### config.mk
export PLATFORM = sky130hd
export DESIGN_NAME = hazard_ctrl_mc
export DESIGN_NICKNAME = d
export VERILOG_FILES = /design/src/rtl/hazard_ctrl_mc.sv
export SDC_FILE = /design/constraint.sdc
export NUM_CORES = 1
export LEC_CHECK = 0
export CORE_ASPECT_RATIO = 0.6
export CORE_MARGIN = 8
export CORE_UTILIZATION = 51
export CTS_CLUSTER_DIAMETER = 60
export DETAILED_ROUTE_END_ITERATION = 8
export PLACE_DENSITY_LB_ADDON = 0.25
export SYNTH_ARGS = -nofsm -noshare
export SYNTH_HDL_FRONTEND = slang
export SYNTH_SLANG_ARGS = --single-unit
### constraint.sdc
create_clock -name clk -period 4.4 [get_ports clk]
set_input_delay 0.88 -clock clk [delete_from_list [all_inputs] [get_ports clk]]
set_output_delay 0.88 -clock clk [all_outputs]
set_load 0.01 [all_outputs]
### src/rtl/hazard_ctrl_mc.sv
// Pipeline hazard controller with multi-cycle unit and memory-wait handling.
// Stall/flush/forward decisions are combinational; FSM, perf counters and timeout flag are registered.
module hazard_ctrl_mc #(
    parameter int RA_W        = 5,
    parameter int CNT_W       = 16,
    parameter int MEM_TIMEOUT = 64
) (
    input  logic             clk,
    input  logic             rst_n,
    input  logic             rs1use_ID,
    input  logic             rs2use_ID,
    input  logic [RA_W-1:0]  rs1_ID,
    input  logic [RA_W-1:0]  rs2_ID,
    input  logic [1:0]       optype_ID,
    input  logic [1:0]       optype_EXE,
    input  logic [1:0]       optype_MEM,
    input  logic [RA_W-1:0]  rd_EXE,
    input  logic [RA_W-1:0]  rd_MEM,
    input  logic             store_EXE,
    input  logic [RA_W-1:0]  rs2_EXE,
    input  logic             branch_taken_ID,
    input  logic             mc_start_EXE,
    input  logic             mc_done,
    input  logic             mem_req_MEM,
    input  logic             mem_ready,
    output logic             PC_EN_IF,
    output logic             reg_FD_EN,
    output logic             reg_DE_EN,
    output logic             reg_EM_EN,
    output logic             reg_MW_EN,
    output logic             reg_FD_flush,
    output logic             reg_DE_flush,
    output logic             reg_EM_flush,
    output logic [1:0]       forward_ctrl_A,
    output logic [1:0]       forward_ctrl_B,
    output logic             forward_ctrl_ls,
    output logic [CNT_W-1:0] stall_cnt,
    output logic [CNT_W-1:0] flush_cnt,
    output logic [1:0]       state,
    output logic             mem_timeout_err
);
    typedef enum logic [1:0] {RUN = 2'b00, MEM_WAIT = 2'b01, MC_WAIT = 2'b10} state_t;

    localparam logic [1:0]       OP_ALU  = 2'b01;
    localparam logic [1:0]       OP_LOAD = 2'b10;
    localparam logic [1:0]       OP_BR   = 2'b11;
    localparam logic [CNT_W-1:0] ONE     = {{(CNT_W-1){1'b0}}, 1'b1};
    localparam logic [CNT_W-1:0] TMO_M1  = CNT_W'(MEM_TIMEOUT - 1);
    localparam logic [RA_W-1:0]  R0      = '0;

    state_t cur, nxt;
    logic memstall, mcstall, load_use, any_flush;
    logic [CNT_W-1:0] wait_cnt;

    assign memstall = mem_req_MEM & ~mem_ready;
    assign mcstall  = mc_start_EXE & ~mc_done;
    assign load_use = (optype_EXE == OP_LOAD) && (rd_EXE != R0) &&
                      ((rs1use_ID && rs1_ID == rd_EXE) || (rs2use_ID && rs2_ID == rd_EXE));

    function automatic logic [1:0] fwd(input logic used, input logic [RA_W-1:0] rs);
        fwd = 2'b00;
        if (used && rs != R0) begin
            if (optype_EXE == OP_ALU && rd_EXE == rs)       fwd = 2'b01;
            else if (rd_MEM == rs && optype_MEM == OP_ALU)  fwd = 2'b10;
            else if (rd_MEM == rs && optype_MEM == OP_LOAD) fwd = 2'b11;
        end
    endfunction

    assign forward_ctrl_A  = fwd(rs1use_ID, rs1_ID);
    assign forward_ctrl_B  = fwd(rs2use_ID, rs2_ID);
    assign forward_ctrl_ls = store_EXE && (optype_MEM == OP_LOAD) &&
                             (rs2_EXE == rd_MEM) && (rd_MEM != R0);

    // Priority: memory freeze > multi-cycle hold > load-use bubble > branch flush.
    always_comb begin
        PC_EN_IF     = 1'b1;
        reg_FD_EN    = 1'b1;
        reg_DE_EN    = 1'b1;
        reg_EM_EN    = 1'b1;
        reg_MW_EN    = 1'b1;
        reg_FD_flush = 1'b0;
        reg_DE_flush = 1'b0;
        reg_EM_flush = 1'b0;
        if (memstall) begin
            PC_EN_IF  = 1'b0;
            reg_FD_EN = 1'b0;
            reg_DE_EN = 1'b0;
            reg_EM_EN = 1'b0;
            reg_MW_EN = 1'b0;
        end else if (mcstall) begin
            PC_EN_IF     = 1'b0;
            reg_FD_EN    = 1'b0;
            reg_DE_EN    = 1'b0;
            reg_EM_flush = 1'b1;
        end else if (load_use) begin
            PC_EN_IF     = 1'b0;
            reg_FD_EN    = 1'b0;
            reg_DE_flush = 1'b1;
        end else if (optype_ID == OP_BR && branch_taken_ID) begin
            reg_FD_flush = 1'b1;
        end
    end

    assign any_flush = reg_FD_flush | reg_DE_flush | reg_EM_flush;

    always_comb begin
        nxt = cur;
        case (cur)
            RUN:      if (memstall) nxt = MEM_WAIT;
                      else if (mcstall) nxt = MC_WAIT;
            MEM_WAIT: if (!memstall) nxt = mcstall ? MC_WAIT : RUN;
            MC_WAIT:  if (memstall) nxt = MEM_WAIT;
                      else if (!mcstall) nxt = RUN;
            default:  nxt = RUN;
        endcase
    end

    always_ff @(posedge clk) begin
        if (!rst_n) begin
            cur             <= RUN;
            stall_cnt       <= '0;
            flush_cnt       <= '0;
            wait_cnt        <= '0;
            mem_timeout_err <= 1'b0;
        end else begin
            cur <= nxt;
            if (!PC_EN_IF && stall_cnt != '1) stall_cnt <= stall_cnt + ONE;
            if (any_flush && flush_cnt != '1) flush_cnt <= flush_cnt + ONE;
            if (cur != MEM_WAIT && nxt == MEM_WAIT) begin
                wait_cnt <= '0;
            end else if (cur == MEM_WAIT) begin
                if (wait_cnt != '1) wait_cnt <= wait_cnt + ONE;
                if (wait_cnt == TMO_M1) mem_timeout_err <= 1'b1;
            end
        end
    end

    assign state = cur;
endmodule

==> qor.yml <==
critical_path:
  critPathLaunchType: "input pin"
  cp.required_ns: 3.52
  rr_startpoint: "wait_cnt[0]"
  critical_path_arrival_ns: 3.05
  r2r_setup_slack_ns: 2.01
  crit_end: "reg_FD_flush"
  end_kind: "output pin"
  reg2reg_depth: 6
  crit_start: "rd_EXE[1]"
  critPathKind: "in2out"
  critPathSlowestCell: "or4_1"
  crit_path_frequent_cell: "clkdlybuf4s50_1"
  critical_path.cell_chain: "clkdlybuf4s50_1 -> or4_1 -> o21a_1 -> a21o_1 -> nor2_1 -> clkdlybuf4s50_1"
  slowest_delay_ns: 0.58
  crit_fanout: 4
  r2r_end: "wait_cnt[5]"
timing:
  fmax_ghz: 0.255
  report.final.slew_viol_count: 0
  slew_headroom_pct: 27.7
  rsz0062_at_grt: "no"
  fin_setup_tns_ns: 0
  worstMarginPinSlew_ns: 1.08
  fin_skew_ns: 0.0173
  period_minus_slack_ns: 3.93
  hold_viol: 0
  finalSetupViolCount: 0
  post-route-worst-setup-slack_ns: 0.471
  period_share_pct: 89.3
placement:
  gp_congestion: 0.904
  post-place-ws_ns: 0.485
  dp_hpwl_mm: 5.96
  port_buffers: 88
detailed_routing:
  post_drt_wl_per_cell_um: 15.3
  drtAntennaViolNets: 0
  drc: 0
  drt-initial-drc-count: 173
  vias: 2878
  routed_wirelength_mm: 7.80
  dr.pass1.iters: 4
  viasPerCell: 5.65
floorplanning:
  initial_core_util_pct: 52.3
  dieArea_um2: 8400
  core_um2: 5520
  die-width_um: 113
  die_h_um: 74.3
  ios: 89
  num_rows: 21
clock_tree:
  hold_buffers: 0
  cts_tree: "built"
  ctsResizeCount: 0
  clockRootBuffer: "clkbuf_8"
  worstSkewPairLatency_ns: 0.31
  cts_buffers: 5
  cts_setup_buffers: 0
  cts.sinks: 51
  clk_path_buf_depth: 2
  cts_max_level: 2
  clk_pin_slew_ns: 0.09
yosys:
  ys_types: 47
  yosys_warnings: 0
  syn_inst: 356
  syn_avg_cell_area_um2: 8.10
  synth_edf_count: 0
  postSynth.asyncResetShare_pct: 0
  synth_seq_cells: 51
  synth_area_um2: 2880
  ys.flop_type: "dfxtp_1"
  syn_nets: 400
  ys_seq_area_share_pct: 35.4
cells_and_area:
  fillCellCount: 475
  finish.net_count: 483
  antenna_cells: 0
  multi_input_area_um2: 1750
  layout-drive-gt1-share_pct: 3.86
  seqCellArea_um2: 1020
  areaGrowthSynthToFinish_pct: 35.3
global_route:
  grt_pass1_wl_mm: 12.6
  gr-usage-all-layers_pct: 18.0
  overflow: 0
  antenna_found_initial: 0
  grt_max_degree: 31
  grt_pass1_vias: 2626
hold_path:
  hp-class: "reg2reg"
power:
  power.density_nw_per_um2: 246
  power_leakage_uw: 0.00131
  ir_drop_uv: 153
outcome:
  status: "completed"
run:
  max-cap-violations: 0
power by group:
part / internal [µW] / switching, µW
Clock: 187 / 158
Combinational: 70.9 / 70.6
Sequential: 466 / 5.57
synthesized netlist by cell type, types with 2 or more instances:
| cell | n | area [µm²] |
|---|---|---|
| mux2i_1 | 5 | 50.1 |
| inv_1 | 6 | 22.5 |
| clkbuf_1 | 5 | 18.8 |
| a21oi_1 | 26 | 130 |
| nor3b_1 | 3 | 22.5 |
| buf_4 | 3 | 22.5 |
| buf_6 | 2 | 22.5 |
| nand4_1 | 11 | 68.8 |
| o21a_1 | 3 | 22.5 |
| nor2_1 | 30 | 113 |
| o211ai_1 | 2 | 15.0 |
| o22ai_1 | 2 | 12.5 |
| nand2b_1 | 6 | 37.5 |
| o31ai_1 | 7 | 52.6 |
| xnor2_1 | 11 | 96.3 |
| nor3_1 | 8 | 40.0 |
| nor2b_1 | 2 | 12.5 |
| nand3_1 | 23 | 115 |
| or3_1 | 18 | 113 |
| ha_1 | 3 | 37.5 |
| and4_1 | 2 | 17.5 |
| nand2_1 | 27 | 101 |
| inv_2 | 2 | 7.51 |
| dfxtp_1 | 51 | 1020 |
| or4_1 | 11 | 82.6 |
| buf_2 | 3 | 15.0 |
| xor2_1 | 31 | 272 |
| a41oi_1 | 2 | 17.5 |
| and3_1 | 8 | 50.1 |
| nor4_1 | 7 | 43.8 |
| o21ai_0 | 20 | 100 |
per-stage QoR:
stage	instance area (µm²)	util, %	instances	power (µW)	hold WS [ns]
2_1_floorplan	2880	-	356	552	0.472
3_3_place_gp	3780	68.5	501	620	0.472
3_5_place_dp	3780	68.5	501	622	0.487
4_1_cts	3900	70.7	509	965	0.501
5_1_grt	3900	70.7	509	994	0.519
6_report	3900	70.7	509	958	0.492
cells in the final DEF (no fill, tap or decap), types with 2 or more instances in the layout:
cell type        synthesis  layout
or4_1                   11      11
inv_1                    6       6
o22ai_1                  2       2
xor2_1                  31      31
clkdlybuf4s50_1          0      88
a21oi_1                 26      26
dfxtp_1                 51      51
o21a_1                   3       3
xnor2_1                 11      11
ha_1                     3       3
nor2b_1                  2       2
nand4_1                 11      11
nand2b_1                 6       6
and3_1                   8       8
nor2_1                  30      30
o21ai_0                 20      20
clkbuf_8                 0       6
inv_2                    2       2
or3_1                   18      18
nor4_1                   7       7
nor3b_1                  3       3
nand3_1                 23      23
and4_1                   2       2
mux2i_1                  5       5
o211ai_1                 2       2
nand2_1                 27      27
a41oi_1                  2       2
nor3_1                   8       8
o31ai_1                  7       7
routing by layer:
| layer | routed length, µm | share of wire [%] | GRT usage, % |
|---|---|---|---|
| met5 | 0 | 0 | 0 |
| met4 | 78 | 1.0 | 4.84 |
| met3 | 548 | 7.0 | 4.70 |
| met2 | 3520 | 45 | 29.5 |
| met1 | 3640 | 47 | 23.3 |
final cells by class:
cell class                      count  area share [%]
Sequential cell                    51            26.2
Clock buffer                        6            2.12
Inverter                            8           0.770
Clock inverter                      2           0.994
Tap cell                           69            2.21
Multi-Input combinational cell    284            45.0
Timing Repair Buffer               89            22.8
how the worst min path moves through the flow:
stage               slack [ns]              end  depth (start not counted)            start
floorplan                 0.47      wait_cnt[4]                          2      wait_cnt[4]
global placement          0.47  mem_timeout_err                          2  mem_timeout_err
detailed placement        0.49  mem_timeout_err                          2  mem_timeout_err
CTS                       0.50    stall_cnt[15]                          2    stall_cnt[15]
global route              0.52    stall_cnt[15]                          2    stall_cnt[15]
finish                    0.49  mem_timeout_err                          2  mem_timeout_err
critical path, delay by kind of cell:
family | cells | cell delay, ns
AO/OA/AOI/OAI | 2 | 0.46
buffers and inverters | 2 | 1.02
AND/OR/NAND/NOR | 2 | 0.69
kinds of logic (layout without fill, tap and decap cells):
group	after synthesis	count (layout)	synth area share, %
compound gates	70	70	14.4
xor+xnor	42	42	12.8
fa+ha+maj	3	3	1.30
buf+inv	21	105	3.77
flops	51	51	35.4
mux	5	5	1.74
simple gates	164	164	30.6
registers in the layout, summed over array words and instances (netlist names):
register / cells
flush_cnt: 16
mem_timeout_err: 1
stall_cnt: 16
state: 2
wait_cnt: 16
(Power assumes the default switching activity.)
